--- config.mk ---
export PLATFORM = sky130hd
export DESIGN_NAME = axi4_lite_reg_slave
export DESIGN_NICKNAME = d
export VERILOG_FILES = /design/src/rtl/axi4_pkg.sv /design/src/rtl/axi4_reg_bank.sv /design/src/rtl/axi4_lite_reg_slave.sv
export SDC_FILE = /design/constraint.sdc
export NUM_CORES = 1
export LEC_CHECK = 0
export BUFFER_PORTS_ARGS = -buffer_cell sky130_fd_sc_hd__buf_4
export CAP_MARGIN = 10
export CORE_MARGIN = 2
export CORE_UTILIZATION = 30
export CTS_CLUSTER_DIAMETER = 50
export DETAILED_ROUTE_END_ITERATION = 8
export GPL_ROUTABILITY_DRIVEN = 0
export MAX_ROUTING_LAYER = met4
export PLACE_DENSITY = 0.58
export SETUP_SLACK_MARGIN = 0.4
export SLEW_MARGIN = 0
export SYNTH_ARGS = -nofsm -noshare
export SYNTH_HDL_FRONTEND = slang
export SYNTH_SLANG_ARGS = --single-unit
--- constraint.sdc ---
create_clock -name clk -period 6.1 [get_ports clk]
set_input_delay 0.61 -clock clk [delete_from_list [all_inputs] [get_ports clk]]
set_output_delay 0.61 -clock clk [all_outputs]
set_load 0.02 [all_outputs]
--- src/rtl/axi4_pkg.sv ---
// axi4_pkg: shared response codes, FSM state types and address-decode helper for the AXI4-Lite register slave
package axi4_pkg;
    localparam logic [1:0] RESP_OKAY   = 2'b00;
    localparam logic [1:0] RESP_SLVERR = 2'b10;
    typedef enum logic [1:0] {W_IDLE, W_HAVE_AW, W_HAVE_W, W_RESP} w_state_e;
    typedef enum logic {R_IDLE, R_RESP} r_state_e;
    function automatic int addr_lsb(input int data_w);
        return $clog2(data_w / 8);
    endfunction
endpackage

--- src/rtl/axi4_reg_bank.sv ---
// axi4_reg_bank: register storage with byte-strobed write port, combinational read mux and flat export
module axi4_reg_bank #(
    parameter int DATA_W   = 32,
    parameter int NUM_REGS = 16,
    parameter int IDX_W    = 10
) (
    input  logic                       clk,
    input  logic                       reset_n,
    input  logic                       we,
    input  logic [IDX_W-1:0]           wr_idx,
    input  logic [DATA_W-1:0]          wdata,
    input  logic [DATA_W/8-1:0]        wstrb,
    input  logic [IDX_W-1:0]           rd_idx,
    output logic [DATA_W-1:0]          rdata,
    output logic [NUM_REGS*DATA_W-1:0] regs_q
);
    logic [DATA_W-1:0] mem [NUM_REGS];
    for (genvar i = 0; i < NUM_REGS; i++) begin : g_reg
        always_ff @(posedge clk or negedge reset_n) begin
            if (!reset_n) mem[i] <= '0;
            else if (we && wr_idx == IDX_W'(i))
                for (int b = 0; b < DATA_W / 8; b++)
                    if (wstrb[b]) mem[i][8*b +: 8] <= wdata[8*b +: 8];
        end
        assign regs_q[i*DATA_W +: DATA_W] = mem[i];
    end
    // out-of-range indices fall through to zero
    always_comb begin
        rdata = '0;
        for (int i = 0; i < NUM_REGS; i++)
            if (rd_idx == IDX_W'(i)) rdata = mem[i];
    end
endmodule

--- src/rtl/axi4_lite_reg_slave.sv ---
// axi4_lite_reg_slave: AXI4-Lite register bank slave with independent AW/W capture and per-register write pulses
// Define AXIL_ERR_RESP_EN to answer out-of-range accesses with SLVERR instead of OKAY.
module axi4_lite_reg_slave
    import axi4_pkg::*;
#(
    parameter int DATA_W   = 32,
    parameter int ADDR_W   = 12,
    parameter int NUM_REGS = 16
) (
    input  logic                       clk,
    input  logic                       reset_n,
    input  logic [ADDR_W-1:0]          awaddr,
    input  logic                       awvalid,
    output logic                       awready,
    input  logic [DATA_W-1:0]          wdata,
    input  logic [DATA_W/8-1:0]        wstrb,
    input  logic                       wvalid,
    output logic                       wready,
    output logic [1:0]                 bresp,
    output logic                       bvalid,
    input  logic                       bready,
    input  logic [ADDR_W-1:0]          araddr,
    input  logic                       arvalid,
    output logic                       arready,
    output logic [DATA_W-1:0]          rdata,
    output logic [1:0]                 rresp,
    output logic                       rvalid,
    input  logic                       rready,
    output logic [NUM_REGS*DATA_W-1:0] regs_q,
    output logic [NUM_REGS-1:0]        wr_pulse
);
    localparam int LSB    = addr_lsb(DATA_W);
    localparam int IDX_W  = ADDR_W - LSB;
    localparam int STRB_W = DATA_W / 8;
`ifdef AXIL_ERR_RESP_EN
    localparam logic [1:0] OOR_RESP = RESP_SLVERR;
`else
    localparam logic [1:0] OOR_RESP = RESP_OKAY;
`endif

    w_state_e w_state, w_next;
    r_state_e r_state, r_next;
    logic ready_en, aw_hs, w_hs, ar_hs, wr_done, wr_in_range, rd_in_range;
    logic [ADDR_W-1:0] awaddr_q, wr_addr;
    logic [DATA_W-1:0] wdata_q, wr_data, bank_rdata;
    logic [STRB_W-1:0] wstrb_q, wr_strb;
    logic [IDX_W-1:0] wr_idx, rd_idx;

    // readies stay low until the first edge after reset release
    assign awready = ready_en && (w_state == W_IDLE || w_state == W_HAVE_W);
    assign wready  = ready_en && (w_state == W_IDLE || w_state == W_HAVE_AW);
    assign arready = ready_en && r_state == R_IDLE;
    assign bvalid  = w_state == W_RESP;
    assign rvalid  = r_state == R_RESP;
    assign aw_hs   = awvalid && awready;
    assign w_hs    = wvalid && wready;
    assign ar_hs   = arvalid && arready;

    assign wr_addr     = aw_hs ? awaddr : awaddr_q;
    assign wr_data     = w_hs ? wdata : wdata_q;
    assign wr_strb     = w_hs ? wstrb : wstrb_q;
    assign wr_idx      = wr_addr[ADDR_W-1:LSB];
    assign rd_idx      = araddr[ADDR_W-1:LSB];
    assign wr_in_range = int'(wr_idx) < NUM_REGS;
    assign rd_in_range = int'(rd_idx) < NUM_REGS;

    always_comb begin
        w_next  = w_state;
        wr_done = 1'b0;
        case (w_state)
            W_IDLE: begin
                wr_done = aw_hs && w_hs;
                w_next  = wr_done ? W_RESP : aw_hs ? W_HAVE_AW : w_hs ? W_HAVE_W : W_IDLE;
            end
            W_HAVE_AW: begin
                wr_done = w_hs;
                w_next  = w_hs ? W_RESP : W_HAVE_AW;
            end
            W_HAVE_W: begin
                wr_done = aw_hs;
                w_next  = aw_hs ? W_RESP : W_HAVE_W;
            end
            default: w_next = bready ? W_IDLE : W_RESP;
        endcase
    end

    always_comb begin
        r_next = r_state;
        r_next = r_state == R_IDLE ? (ar_hs ? R_RESP : R_IDLE) : (rready ? R_IDLE : R_RESP);
    end

    always_ff @(posedge clk or negedge reset_n) begin
        if (!reset_n) begin
            ready_en <= 1'b0;
            w_state  <= W_IDLE;
            r_state  <= R_IDLE;
            awaddr_q <= '0;
            wdata_q  <= '0;
            wstrb_q  <= '0;
            bresp    <= RESP_OKAY;
            rresp    <= RESP_OKAY;
            rdata    <= '0;
            wr_pulse <= '0;
        end else begin
            ready_en <= 1'b1;
            w_state  <= w_next;
            r_state  <= r_next;
            if (aw_hs) awaddr_q <= awaddr;
            if (w_hs) begin
                wdata_q <= wdata;
                wstrb_q <= wstrb;
            end
            if (wr_done) bresp <= wr_in_range ? RESP_OKAY : OOR_RESP;
            wr_pulse <= (wr_done && wr_in_range) ? NUM_REGS'(1) << wr_idx : '0;
            if (ar_hs) begin
                rdata <= rd_in_range ? bank_rdata : '0;
                rresp <= rd_in_range ? RESP_OKAY : OOR_RESP;
            end
        end
    end

    axi4_reg_bank #(.DATA_W(DATA_W), .NUM_REGS(NUM_REGS), .IDX_W(IDX_W)) u_bank (
        .clk     (clk),
        .reset_n (reset_n),
        .we      (wr_done && wr_in_range),
        .wr_idx  (wr_idx),
        .wdata   (wr_data),
        .wstrb   (wr_strb),
        .rd_idx  (rd_idx),
        .rdata   (bank_rdata),
        .regs_q  (regs_q)
    );
endmodule
=== After elaboration in Yosys (flattened, before gate mapping) ===
Cells that the tools add are included.

* Output and inout port bits: 569
* Flip-flop bits (word level): 612
* Word-level logic and storage cells: 235
* Bits of input ports: 67

* Reductions and logical operators: 93
* Bitwise logic cells: 1
* Shift-type cells: 1
* Magnitude comparators: 2
* Muxes and demuxes: 32
* Eq/ne operators: 33

{| class="wikitable"
|+ Operator list
! operator !! count
|-
| $mux 32 || 18
|-
| $eq 10x4->1 const B || 16
|-
| $reduce_and 2->1 || 64
|-
| $eq 10x3->1 const B || 8
|-
| $eq 10x2->1 const B || 4
|-
| $logic_and 1x1->1 || 24
|-
| $eq 10x1->1 const B || 2
|-
| $logic_not 10->1 || 2
|-
| $lt 10x5->1 const B || 2
|-
| $mux 16 || 1
|-
| $shl 1x10->16 const A || 1
|-
| $mux 12 || 1
|-
| $mux 2 || 5
|-
| $pmux 2 s3 || 1
|-
| $eq 2x2->1 const B || 2
|-
| $mux 1 || 4
|-
| $mux 4 || 1
|-
| $pmux 1 s3 || 1
|-
| $eq 2x1->1 const B || 1
|-
| $logic_not 2->1 || 1
|-
| $logic_or 1x1->1 || 2
|-
| $not 1->1 || 1
|}

=== Logic depth before layout (Yosys ltp) ===
Gate-level depths: netlist of the first run.

* Depth in word-level cells: 18
* Mapped depth: 10
* Gate-level depth less buffers: 7

=== By module ===
Synthesis of the first run repeated with hierarchy kept, for this count alone.

* Cells, all modules: 2278
* Area, all modules: 28362.2 um2

{| class="wikitable"
|+ Modules (own cells, without submodules)
! module !! sequential area each (um2) !! cells each !! times used !! area an instance (um2)
|-
| axi4_reg_bank || 12812.3 || 1933 || 1 || 24449.7
|-
| axi4_lite_reg_slave || 2452.4 || 345 || 1 || 3912.5
|}

=== Worst setup path before layout of the first run ===
Ideal clock, no wire load.

* Kind: input to register
* From: input port araddr[11]
* To: register rdata[12]
* Stages: 7
* Slack: 3.735 ns
* Buffers on the path: 1
* Library setup time: 0.126 ns
* Required time: 5.974 ns
* Data arrival time: 2.239 ns
* Cell sequence: or4_1 -> buf_2 -> nor3_4 -> nand2_1 -> o221ai_1 -> a31oi_1 -> a221o_1

* Word-level cells in the longest chain between the ends: 18
* Elaborated cells on any way between the ends: 34
* Those cells by class: order compare (1); eq/ne (15); mux (17); reduce/logical (1)

{| class="wikitable"
|+ RTL lines
! item !! RTL line !! source
|-
| start: declaration || axi4_lite_reg_slave.sv:22 || <nowiki>input logic [ADDR_W-1:0] araddr,</nowiki>
|-
| $logic_not 10->1 || axi4_reg_bank.sv:31 || <nowiki>if (rd_idx == IDX_W'(i)) rdata = mem[i];</nowiki>
|-
| $mux 32 (16 in series) || axi4_reg_bank.sv:31 ||
|-
| $mux 32 (*) || axi4_lite_reg_slave.sv:116 || <nowiki>rdata <= rd_in_range ? bank_rdata : '0;</nowiki>
|-
| end signal: assignment || axi4_lite_reg_slave.sv:116 ||
|-
| end: declaration || axi4_lite_reg_slave.sv:25 || <nowiki>output logic [DATA_W-1:0] rdata,</nowiki>
|}

Mark *: on every way between the ends. The rest lies on a longest branch, timed or not.
A chain may end at the register's enable or synchronous reset.

=== Worst setup path in the final report of the first run ===
* From: register ready_en
* To: register u_bank.mem (netlist bit u_bank.regs_q[262])

* Word-level cells in the longest chain between the ends: 7
* Elaborated cells on any way between the ends: 14
* Those cells by class: order compare (1); eq/ne (1); mux (4); reduce/logical (8)

{| class="wikitable"
|+ RTL lines
! item !! RTL line !! source
|-
| start: declaration || axi4_lite_reg_slave.sv:43 || <nowiki>logic ready_en, aw_hs, w_hs, ar_hs, wr_done, wr_in_range, rd_in_range;</nowiki>
|-
| start signal: assignment || axi4_lite_reg_slave.sv:94 || <nowiki>ready_en <= 1'b0;</nowiki>
|-
| start signal: assignment || axi4_lite_reg_slave.sv:105 || <nowiki>ready_en <= 1'b1;</nowiki>
|-
| $logic_and 1x1->1, on equally long branches || axi4_lite_reg_slave.sv:50, axi4_lite_reg_slave.sv:51 ||
|-
| $logic_and 1x1->1, on equally long branches || axi4_lite_reg_slave.sv:55, axi4_lite_reg_slave.sv:56 ||
|-
| $mux 12 or $logic_and 1x1->1 (tied branches) || n/a ||
|-
| $lt 10x5->1 or $pmux 1 s3 (tied branches) || axi4_lite_reg_slave.sv:64, axi4_lite_reg_slave.sv:70 ||
|-
| $logic_and 1x1->1 || axi4_lite_reg_slave.sv:125 || <nowiki>.we (wr_done && wr_in_range),</nowiki>
|-
| $logic_and 1x1->1 || axi4_reg_bank.sv:21 || <nowiki>else if (we && wr_idx == IDX_W'(i))</nowiki>
|-
| $reduce_and 2->1 (no line) || n/a ||
|-
| end signal: indexed assignment || axi4_reg_bank.sv:23 || <nowiki>if (wstrb[b]) mem[i][8*b +: 8] <= wdata[8*b +: 8];</nowiki>
|-
| end: declaration || axi4_reg_bank.sv:17 || <nowiki>logic [DATA_W-1:0] mem [NUM_REGS];</nowiki>
|}

Several ways; a longest one is shown, not always the timed one.

==> results.md, run 1 <==
* Total Routing Usage GR at 0.3013
* Psw at 0.003940 W
* Worst slew pin tran at 1.229 ns
* Biggest area consumer among synthesized cells: dfrtp_1
* Multi-input gate area in the final layout at 11860 µm²
* Met3 global-route usage at 0.07651
* Sequential Power Share at 0.378
* Crit path DAT at 4.46 ns
* Largest delay share family, worst path: simple AND/OR/NAND/NOR gates
* Reg2Reg Setup Slack at 2.17 ns
* Total Wirelength at 143.2 mm
* Nets at 3229
* Initial antenna violation count at 6
* Clk slew on worst S/H paths at 0.06 ns
* First-pass GRT wire length at 194.7 mm
* CORE AREA at 93050 µm²
* DR DRC count at 0
* CP Buf/Inv Count at 0
* Status: finished, violations left
* Crit Path Class: flop to flop
* Largest net degree at the start of global routing at 160
* H-Tree Depth at 3
* CTS max path bufs at 3
* Clk root buf: clkbuf_16
* GR Util met1 at 0.3877
* CP endpoint kind: flop
* Most frequent cells in the layout: 704 x buf_4, 610 x dfrtp_1, 301 x mux2_2
* Drt pass-1 iters at 6
* Hold WS at -0.0006334 ns
* Sw Share at 0.3263
* Initial Utilization at 0.3014
* Tcrit/Tclk final at 0.6447
* Wire length per cell at 31.94 µm
* Final Skew at 0.02650 ns
* M2 GR Usage at 0.4574
* Clock power share at 0.433
* Most common cell after layout, fill and taps aside: buf_4
* Maximum capacitance violations at 0
* Final setup TNS at 0 ns
* Clk_lat worst skew at 0.67 ns
* Cell Area, Placed at 34240 µm²
* Part of the power in combinational logic at 0.189
* Top cells by area, synth: dfrtp_1 54%, mux2_2 12%, nand2_1 3.7%
* Fillers at 9269
* Setup violations, final at 0
* Internal power at 0.008133 W
* Tmin final at 3.933 ns
* HPWL after DPL at 99.75 mm
* Critical Path RT at 6.63 ns
* RSZ-0062 raised after global routing: no
* DR vias/cell at 5.470
* CP peak stage delay at 1.04 ns
* # rows at 112
* Max rail drop VDD at 0.1847 mV
* Vias at 24530
* Final Hold Viols at 1
* Final instance area at 37220 µm²
* Synthesized area per cell at 11.02 µm²
* CTS Sinks at 610
* CP max stage cell: nand4_1
* Failing checks: negative hold slack
* Yosys warns at 0
* Final Max Slew Viols at 0
* Fmax at 254.3 MHz
* Initial DRC Count at 2544
* Hold Crit Class: input port to asynchronous set/reset pin
* Startpoint types: flop
* Crit Path Max Fanout at 24
* Setup bufs post-CTS at 0
* Synth top area share at 0.5443
* Die Ht at 309.7 µm
* Hold-fix buffer count after cts at 0
* Sequential share of the synthesized area at 0.5443
* Netlist Area Pre-Place at 28040 µm²
* GR Overflow Total at 0
* Count of cell types in the netlist at 80
* Num CTS Buffers at 87
* Top FF cell, synth: dfrtp_1
* Io pins at 636
* Post-synth EDFFs at 0
* Asr flop ratio synth at 1.000
* Die width at 309.7 µm
* Cells after synthesis at 2544
* Crit path cell chain: nand3b_4 > nor4_4 > a32o_1 > nand4_1 > o21ai_0
* Share of layout cells above drive strength 1 at 0.3913
* P_leak at 18.30 nW
* CTS tree: built
* GR peak layer: met2
* Vias in the first global route at 23770
* Post-cts sizing count at 0
* IO Port Bufs at 627
* Sequential Area at 15260 µm²
* Seq cells post-synth at 610
* Power per cell area at 324.4 nW/µm²
* Area Growth Syn to Fin at 32.71%
* Rel. slew slack at 0.1759
* Final ANT Viol Nets at 0
* Die ar. at 95940 µm²
[stage by stage]
step | instances | setup slack, ns | power, W | util | hold slack (ns)
after CTS | 4484 | 2.265 | 0.01214 | 0.3999 | 0.02526
after floorplan | 2547 | 3.735 | 0.005790 | - | 0.3144
after global routing | 4485 | 2.050 | 0.01249 | 0.4000 | 0.07367
after global placement | 4327 | 1.973 | 0.006886 | 0.3680 | 0.4686
after detailed placement | 4327 | 1.991 | 0.006913 | 0.3680 | 0.4772
final | 4485 | 2.167 | 0.01207 | 0.4000 | -0.0006334
[logic make-up after synthesis]
kind of cell,share of synthesized area
other cells,0.0002678
buf+inv,0.03645
mux,0.1720
flops,0.5443
simple gates,0.1090
compound gates,0.1380
[Yosys cell counts (15+ instances only)]
cell type,n
a21oi_1,154
a22oi_1,40
buf_2,64
buf_4,15
clkbuf_1,93
dfrtp_1,610
inv_1,51
mux2_2,301
mux2i_1,90
mux4_2,17
nand2_1,274
nand2_2,36
nand3_1,23
nor2_1,164
nor2b_1,17
nor3_1,19
o21ai_0,188
o21ai_1,96
o22ai_1,23
[power by group through the flow]
stage | clock [W] | combinational, W | sequential, W
after floorplan | 0 | 0.00107 | 0.00472
after detailed placement | 0 | 0.00229 | 0.00462
after global routing | 0.00546 | 0.00244 | 0.00459
final | 0.00523 | 0.00229 | 0.00456
after global placement | 0 | 0.00227 | 0.00461
after CTS | 0.00529 | 0.00229 | 0.00456
[state kept, by name (all words and copies together) (netlist names), 2 cells and up]
name	cells
u_bank.regs_q	512
rdata	32
wdata_q	32
wr_pulse	16
awaddr_q	10
wstrb_q	4
w_state	2
[cell type report]
type                            instances  share of cell area
Antenna cell                            1          0.00006724
Timing Repair Buffer                  708              0.1439
Tap cell                             1254             0.04216
Inverter                               52            0.005245
Multi-Input combinational cell       1703              0.3187
Sequential cell                       610              0.4102
Clock inverter                         46             0.01678
Clock buffer                          111             0.06307
[worst register-to-register path: cells and delay by family, from the launching register on]
family	cells	cell delay, ns
simple gates	3	1.83
compound gates	2	1.32
flops	1	0.65
[per-layer routing]
layer  wire length (µm)  share of wire
met4               5431          0.038
met5                  0              0
met2              65800           0.46
met1              59300           0.41
met3              12720          0.089
[worst paths after layout]
path,from,to,cells past startpoint
worst max-delay path,ready_en$_DFF_PN0_,u_bank.regs_q[262]$_DFFE_PN0P_,5
worst min-delay path,reset_n,rvalid$_DFF_PN0_,1
worst max register to register,ready_en$_DFF_PN0_,u_bank.regs_q[262]$_DFFE_PN0P_,5
worst min register to register,wdata_q[28]$_DFF_PN0_,wdata_q[28]$_DFF_PN0_,2
max in group asynchronous,reset_n,u_bank.regs_q[30]$_DFFE_PN0P_,2
min in group clk,rready,rvalid$_DFF_PN0_,2
Power figures use the tool's default switching activity.
==> run 2, diff against run 1 <==
--- a/config.mk
+++ b/config.mk
@@ -5,6 +5,7 @@
 export SDC_FILE = /design/constraint.sdc
 export NUM_CORES = 1
 export LEC_CHECK = 0
+export ABC_AREA = 1
 export BUFFER_PORTS_ARGS = -buffer_cell sky130_fd_sc_hd__buf_4
 export CAP_MARGIN = 10
 export CORE_MARGIN = 2
@@ -13,7 +14,7 @@
 export DETAILED_ROUTE_END_ITERATION = 8
 export GPL_ROUTABILITY_DRIVEN = 0
 export MAX_ROUTING_LAYER = met4
-export PLACE_DENSITY = 0.58
+export PLACE_DENSITY = 0.59
 export SETUP_SLACK_MARGIN = 0.4
 export SLEW_MARGIN = 0
 export SYNTH_ARGS = -nofsm -noshare
==> constraint.sdc (replaced) <==
create_clock -name clk -period 4 [get_ports clk]
set_input_delay 0.4 -clock clk [delete_from_list [all_inputs] [get_ports clk]]
set_output_delay 0.4 -clock clk [all_outputs]
set_load 0.02 [all_outputs]
==> results.md, run 2 <==
* Status: completed (was finished, violations left)
* Synthesized area per cell at 8.321 µm² (was 11.02 µm²)
* DR DRC count at 0 (unchanged)
* Worst r2r src: ready_en$_DFF_PN0_ (unchanged)
* Hold Crit Class: input port to flop (was input port to asynchronous set/reset pin)
* Tmin final at 3.426 ns (was 3.933 ns)
* Drt pass-1 iters at 6 (unchanged)
* Fmax at 291.9 MHz (was 254.3 MHz)
* Clk slew on worst S/H paths at 0.06 ns (about the same)
* Maximum capacitance violations at 0 (unchanged)
* Largest delay share family, worst path: simple AND/OR/NAND/NOR gates (unchanged)
* Initial antenna violation count at 6 (unchanged)
* CTS tree: built (unchanged)
* Vias in the first global route at 24410 (was 23770)
* CTS max path bufs at 3 (unchanged)
* CP endpoint kind: flop (unchanged)
* Cells after synthesis at 3215 (was 2544)
* Crit path cell chain: inv_1 > nor2_4 > nand2_4 > nand2_1 > o21ai_0 > inv_1 > nor2_2 > nand2_1 > nor2_8 > nand2_1 > nor2_2 > nand2_1 > nand2_1 > o21ai_0 (was nand3b_4 > nor4_4 > a32o_1 > nand4_1 > o21ai_0)
* Crit path DAT at 3.89 ns (was 4.46 ns)
* Finished Layout Cells at 5097 (was 4485)
* R2R cell count at 14 (was 5)
* Initial Utilization at 0.3027 (was 0.3014)
* Die width at 302.6 µm (was 309.7 µm)
* Most frequent cells in the layout: 1085 x nand2_1, 692 x buf_4, 610 x dfrtp_1 (was 704 x buf_4, 610 x dfrtp_1, 301 x mux2_2)
* Clk root buf: clkbuf_16 (unchanged)
* Top FF cell, synth: dfrtp_1 (unchanged)
* Crit path depth at 14 (was 5)
* Final instance area at 36240 µm² (was 37220 µm²)
* CORE AREA at 88370 µm² (was 93050 µm²)
* Final Hold Viols at 0 (was 1)
* Max rail drop VDD at 0.3959 mV (was 0.1847 mV)
* Worst slew pin tran at 0.9326 ns (was 1.229 ns)
* Total Wirelength at 125.1 mm (was 143.2 mm)
* Crit Path Max Fanout at 17 (was 24)
* Netlist Area Pre-Place at 26750 µm² (was 28040 µm²)
* Most numerous cell in the Yosys netlist: nand2_1 (was dfrtp_1)
* Seq cells post-synth at 610 (unchanged)
* H-Tree Depth at 3 (unchanged)
* Asr flop ratio synth at 1.000 (unchanged)
* CP max stage cell: nor2_2 (was nand4_1)
* Die Ht at 302.6 µm (was 309.7 µm)
* CP Buf/Inv Count at 2 (was 0)
* Final ANT Viol Nets at 0 (unchanged)
* RSZ-0062 raised after global routing: yes (was no)
* Total Routing Usage GR at 0.2757 (was 0.3013)
* Critical Path RT at 4.47 ns (was 6.63 ns)
* Clk_lat worst skew at 0.64 ns (was 0.67 ns)
* Post-synth EDFFs at 0 (unchanged)
* Post-synth top cells: 1091 x nand2_1, 610 x dfrtp_1, 367 x o21ai_0 (was 610 x dfrtp_1, 301 x mux2_2, 274 x nand2_1)
* Num CTS Buffers at 81 (was 87)
* Final Skew at 0.03266 ns (was 0.02650 ns)
* Rel. slew slack at 0.3776 (was 0.1759)
* Worst r2r dst: u_bank.regs_q[168]$_DFFE_PN0P_ (was u_bank.regs_q[262]$_DFFE_PN0P_)
* Most common cell after layout, fill and taps aside: nand2_1 (was buf_4)
* Wire length per cell at 24.55 µm (was 31.94 µm)
* Startpoint types: flop (unchanged)
* Placed Cells incl. Taps at 4907 (was 4327)
* Top cells by area, synth: dfrtp_1 57%, nand2_1 15%, o21ai_0 6.9% (was dfrtp_1 54%, mux2_2 12%, nand2_1 3.7%)
* Yosys warns at 0 (unchanged)
* IO Port Bufs at 627 (unchanged)
* CP Capture Point: u_bank.regs_q[168]$_DFFE_PN0P_ (was u_bank.regs_q[262]$_DFFE_PN0P_)
* Max FFs per register at 512 (unchanged)
* Crit Path Class: flop to flop (unchanged)
* Biggest area consumer among synthesized cells: dfrtp_1 (unchanged)
* Tcrit/Tclk final at 0.8566 (was 0.6447)
* Power per cell area at 459.7 nW/µm² (was 324.4 nW/µm²)
* First-pass GRT wire length at 176.2 mm (was 194.7 mm)
* Share of layout cells above drive strength 1 at 0.2431 (was 0.3913)
* Final setup TNS at 0 ns (unchanged)
* Cell seen most often among critical-path stages: nand2_1
* Initial DRC Count at 2581 (was 2544)
* GR Overflow Total at 0 (unchanged)
* Vias at 25740 (was 24530)
* Reg2Reg Setup Slack at 0.57 ns (was 2.17 ns)
* # rows at 109 (was 112)
* HPWL after DPL at 90.81 mm (was 99.75 mm)
* CP peak stage delay at 0.50 ns (was 1.04 ns)
* Sequential share of the synthesized area at 0.5706 (was 0.5443)
* Nets at 3930 (was 3229)
* CP startpoint: ready_en$_DFF_PN0_ (unchanged)
* Cell Area, Placed at 32960 µm² (was 34240 µm²)
* Io pins at 636 (unchanged)
* CTS Sinks at 610 (unchanged)
* Die ar. at 91570 µm² (was 95940 µm²)
* P_leak at 17.79 nW (was 18.30 nW)
* Setup violations, final at 0 (unchanged)
* Count of cell types in the netlist at 37 (was 80)
* Area Growth Syn to Fin at 35.47% (was 32.71%)
* Synth top area share at 0.5706 (was 0.5443)
* Final Max Slew Viols at 0 (unchanged)
* DR vias/cell at 5.050 (was 5.470)
* Largest net degree at the start of global routing at 89 (was 160)
[run 2: worst min path at each step]
| stage | startpoint | end | slack, ns | cells after the start |
|---|---|---|---|---|
| 6_report | wdata[11] | wdata_q[11]$_DFF_PN0_ | 0.03 | 3 |
| 3_5_place_dp | wdata_q[0]$_DFF_PN0_ | wdata_q[0]$_DFF_PN0_ | 0.46 | 2 |
| 4_1_cts | awaddr[7] | awaddr_q[7]$_DFF_PN0_ | 0.004 | 3 |
| 3_3_place_gp | wdata_q[23]$_DFF_PN0_ | wdata_q[23]$_DFF_PN0_ | 0.46 | 2 |
| 5_1_grt | awaddr[7] | awaddr_q[7]$_DFF_PN0_ | 0.02 | 3 |
| 2_1_floorplan | reset_n | awaddr_q[10]$_DFF_PN0_ | 0.10 | 0 |
[run 2: cell families (layout without fill, tap and decap cells)]
| logic type | after synthesis | in the layout | share of synthesized area |
|---|---|---|---|
| other | 2 | 9 | 0.0002807 |
| multiplexers | 4 | 4 | 0.001497 |
| AO/OA/AOI/OAI | 617 | 617 | 0.1170 |
| buffers and inverters | 385 | 1095 | 0.05688 |
| AND/OR/NAND/NOR | 1597 | 1597 | 0.2537 |
| flip-flops | 610 | 610 | 0.5706 |
[run 2: layer usage]
metal	track usage	share of wire	wire, µm
met5	-	0	0
met4	0.09618	0.037	4608
met1	0.3563	0.41	51810
met3	0.05972	0.086	10730
met2	0.4275	0.46	57970
[run 2: layout make-up]
class | count | area (µm²)
timing repair buffer | 739 | 5771
sequential | 610 | 15260
fill | 8937 | 52140
clock inverter | 44 | 606.8
multi-input combinational | 2223 | 10100
clock buffer | 104 | 2253
tap | 1165 | 1458
antenna | 4 | 10.01
inverter | 208 | 780.7
[run 2: through the flow]
step	power, W	util	hold WS [ns]	worst slack, ns
after floorplan	0.007868	-	0.1044	1.549
after CTS	0.01678	0.4094	0.004002	0.5547
after global routing	0.01724	0.4100	0.01924	0.3885
after detailed placement	0.009070	0.3729	0.4636	0.5837
after global placement	0.009048	0.3729	0.4574	0.6338
final	0.01666	0.4101	0.03000	0.5738
[run 2: report_power, final]
part / switching [W] / internal, W / total, W / leakage, nW
Sequential: 0.0000971 / 0.00643 / 0.00653 / 8.44
Combinational: 0.00207 / 0.000378 / 0.00245 / 7.98
Clock: 0.00304 / 0.00464 / 0.00768 / 1.38
[run 2: worst min-delay path, stage by stage]
cell and delay (ns):
buf_4 0.09, nand2_1 0.05, nand2_1 0.07
[run 2: what timing repair did]
item,CTS,global route
setup endpoints to repair,0,25
resized for setup,0,4
endpoints found under the hold margin,107,0
hold buffers,36,0
setup buffers,0,2
==> run 3, diff against run 2 <==
--- a/config.mk
+++ b/config.mk
@@ -8,13 +8,12 @@
 export ABC_AREA = 1
 export BUFFER_PORTS_ARGS = -buffer_cell sky130_fd_sc_hd__buf_4
 export CAP_MARGIN = 10
-export CORE_MARGIN = 2
-export CORE_UTILIZATION = 30
+export CORE_AREA = 2 2 249 251
 export CTS_CLUSTER_DIAMETER = 50
 export DETAILED_ROUTE_END_ITERATION = 8
-export GPL_ROUTABILITY_DRIVEN = 0
+export DIE_AREA = 0 0 251 253
 export MAX_ROUTING_LAYER = met4
-export PLACE_DENSITY = 0.59
+export PLACE_DENSITY = 0.77
 export SETUP_SLACK_MARGIN = 0.4
 export SLEW_MARGIN = 0
 export SYNTH_ARGS = -nofsm -noshare
==> constraint.sdc (replaced) <==
create_clock -name clk -period 4.3 [get_ports clk]
set_input_delay 0.43 -clock clk [delete_from_list [all_inputs] [get_ports clk]]
set_output_delay 0.43 -clock clk [all_outputs]
set_load 0.02 [all_outputs]
==> results.md, run 3 (synthesized netlist as in run 2, its figures left out) <==
* Sw Share at 0.3073 (was 0.3127)
* Share of layout cells above drive strength 1 at 0.2364 (was 0.2431)
* Num CTS Buffers at 69 (was 81)
* Wire length per cell at 24.38 µm (was 24.55 µm)
* Final setup TNS at 0 ns (unchanged)
* IO Port Bufs at 627 (unchanged)
* Final Hold Viols at 0 (unchanged)
* Max rail drop VDD at 0.4708 mV (was 0.3959 mV)
* Initial Utilization at 0.4383 (was 0.3027)
* Psw at 0.004473 W (was 0.005209 W)
* Die Ht at 253 µm (was 302.6 µm)
* Worst slew pin tran at 1.083 ns (was 0.9326 ns)
* Vias in the first global route at 24810 (was 24410)
* Fmax at 279.3 MHz (was 291.9 MHz)
* DR vias/cell at 5.753 (was 5.050)
* Clk slew on worst S/H paths at 0.06 ns (about the same)
* Startpoint types: flop (unchanged)
* Final Skew at 0.02593 ns (was 0.03266 ns)
* Clk root buf: clkbuf_16 (unchanged)
* Clk_lat worst skew at 0.62 ns (was 0.64 ns)
* RD Place Congestion at 0.9872
* Total Power at 0.01456 W (was 0.01666 W)
* Total Routing Usage GR at 0.3602 (was 0.2757)
* Most common cell after layout, fill and taps aside: nand2_1 (unchanged)
* Nets at 3866 (was 3930)
* Vias at 26730 (was 25740)
* Die ar. at 63500 µm² (was 91570 µm²)
* Reg2Reg Setup Slack at 0.72 ns (was 0.57 ns)
* Setup bufs post-CTS at 0 (unchanged)
* Power per cell area at 418.2 nW/µm² (was 459.7 nW/µm²)
* Max FFs per register at 512 (unchanged)
* Drt pass-1 iters at 8 (was 6)
* RSZ-0062 raised after global routing: no (was yes)
* Area Growth Syn to Fin at 30.14% (was 35.47%)
* CP peak stage delay at 0.77 ns (was 0.50 ns)
* Clock power share at 0.432 (was 0.461)
* First-pass GRT wire length at 162.9 mm (was 176.2 mm)
* CTS Sinks at 610 (unchanged)
* Hold path depth at 3 (unchanged)
* Tmin final at 3.581 ns (was 3.426 ns)
* GR Overflow Total at 0 (unchanged)
* CP endpoint kind: flop (unchanged)
* Crit path cell chain: inv_1 > nor2_4 > nand2_4 > nand2_1 > o21ai_0 > inv_1 > nor2_2 > nand3_1 > nor3_4 > nand3_1 > o21ai_0 (was inv_1 > nor2_4 > nand2_4 > nand2_1 > o21ai_0 > inv_1 > nor2_2 > nand2_1 > nor2_8 > nand2_1 > nor2_2 > nand2_1 > nand2_1 > o21ai_0)
* Crit path DAT at 4.07 ns (was 3.89 ns)
* Min-delay src: wdata[5] (was wdata[11])
* Initial DRC Count at 3323 (was 2581)
* Status: completed (unchanged)
* Die width at 251 µm (was 302.6 µm)
* Most frequent cells in the layout: 1089 x nand2_1, 675 x buf_4, 610 x dfrtp_1 (was 1085 x nand2_1, 692 x buf_4, 610 x dfrtp_1)
* Critical Path RT at 4.79 ns (was 4.47 ns)
* Sequential Power Share at 0.418 (was 0.392)
* Tcrit/Tclk final at 0.8327 (was 0.8566)
* Crit Path Class: flop to flop (unchanged)
* Hold Crit Class: input port to flop (unchanged)
* P_leak at 17.34 nW (was 17.79 nW)
* Hold Path End: wdata_q[5]$_DFF_PN0_ (was wdata_q[11]$_DFF_PN0_)
* Worst r2r src: ready_en$_DFF_PN0_ (unchanged)
* Internal power at 0.01009 W (was 0.01145 W)
* Final Max Slew Viols at 0 (unchanged)
* H-Tree Depth at 3 (unchanged)
* Io pins at 636 (unchanged)
* Part of the power in combinational logic at 0.150 (was 0.147)
* CORE AREA at 61030 µm² (was 88370 µm²)
* Largest net degree at the start of global routing at 108 (was 89)
* R2R cell count at 11 (was 14)
* Crit Path Max Fanout at 17 (unchanged)
* Initial antenna violation count at 6 (unchanged)
* CP max stage cell: nor3_4 (was nor2_2)
* CTS max path bufs at 3 (unchanged)
* Total Wirelength at 113.3 mm (was 125.1 mm)
* DR DRC count at 0 (unchanged)
* CTS tree: built (unchanged)
* Rel. slew slack at 0.2772 (was 0.3776)
* Final ANT Viol Nets at 0 (unchanged)
* Setup violations, final at 0 (unchanged)
* # rows at 91 (was 109)
* Worst r2r dst: u_bank.regs_q[474]$_DFFE_PN0P_ (was u_bank.regs_q[168]$_DFFE_PN0P_)
* Maximum capacitance violations at 0 (unchanged)
* HPWL after DPL at 79.80 mm (was 90.81 mm)
-- run 3: worst max path at each step --
stage / from / end / slack, ns / cells past startpoint
floorplan: w_state[1]$_DFF_PN0_ / u_bank.regs_q[261]$_DFFE_PN0P_ / 1.85 / 11
global placement: w_state[0]$_DFF_PN0_ / u_bank.regs_q[151]$_DFFE_PN0P_ / 0.65 / 12
detailed placement: ready_en$_DFF_PN0_ / u_bank.regs_q[147]$_DFFE_PN0P_ / 0.58 / 13
CTS: ready_en$_DFF_PN0_ / u_bank.regs_q[138]$_DFFE_PN0P_ / 0.47 / 14
global route: ready_en$_DFF_PN0_ / u_bank.regs_q[448]$_DFFE_PN0P_ / 0.46 / 11
finish: ready_en$_DFF_PN0_ / u_bank.regs_q[474]$_DFFE_PN0P_ / 0.72 / 11
-- run 3: worst max-delay path, delay by kind of cell, from the launching register on --
kind / cells / cell delay (ns)
simple gates: 7 / 2.29
compound gates: 2 / 0.52
flops: 1 / 0.36
buf+inv: 2 / 0.25
-- run 3: power groups by stage --
stage / clock (W) / sequential (W) / combinational, W
after floorplan: 0 / 0.00618 / 0.00114
after CTS: 0.00631 / 0.00607 / 0.00215
after global routing: 0.00656 / 0.00610 / 0.00231
after global placement: 0 / 0.00617 / 0.00210
final: 0.00629 / 0.00608 / 0.00219
after detailed placement: 0 / 0.00618 / 0.00214
-- run 3: per-stage QoR --
step | util | area, µm² | hold slack [ns] | worst slack [ns] | instances
final | 0.5704 | 34810 | 0.03087 | 0.7192 | 4647
after global routing | 0.5704 | 34810 | 0.03013 | 0.4583 | 4647
after CTS | 0.5702 | 34800 | 0.0001836 | 0.4726 | 4643
after detailed placement | 0.5295 | 32310 | 0.4609 | 0.5818 | 4513
after global placement | 0.5295 | 32310 | 0.4568 | 0.6466 | 4513
after floorplan | - | 26760 | 0.1344 | 1.849 | 3218
-- run 3: routing by layer --
layer  up-vias  track usage  routed length [µm]
met3       419      0.09067               13640
met2      1921       0.5359               50350
met4         0       0.2043                7536
met5         -            -                   0
li1      11580            -                   -
met1     12810       0.4499               41770
-- run 3: layout make-up --
type | instances | area [µm²]
Fill cell | 5301 | 26220
Sequential cell | 610 | 15260
Multi-Input combinational cell | 2223 | 10080
Timing Repair Buffer | 687 | 5253
Clock buffer | 89 | 1987
Tap cell | 790 | 988.4
Inverter | 208 | 780.7
Clock inverter | 36 | 450.4
Antenna cell | 4 | 10.01
-- run 3: repair_timing --
item                                   in CTS  in global routing
resized for setup                           0                  1
endpoints found under the hold margin      94                  0
setup endpoints to repair                   0                 31
hold buffers                                5                  0
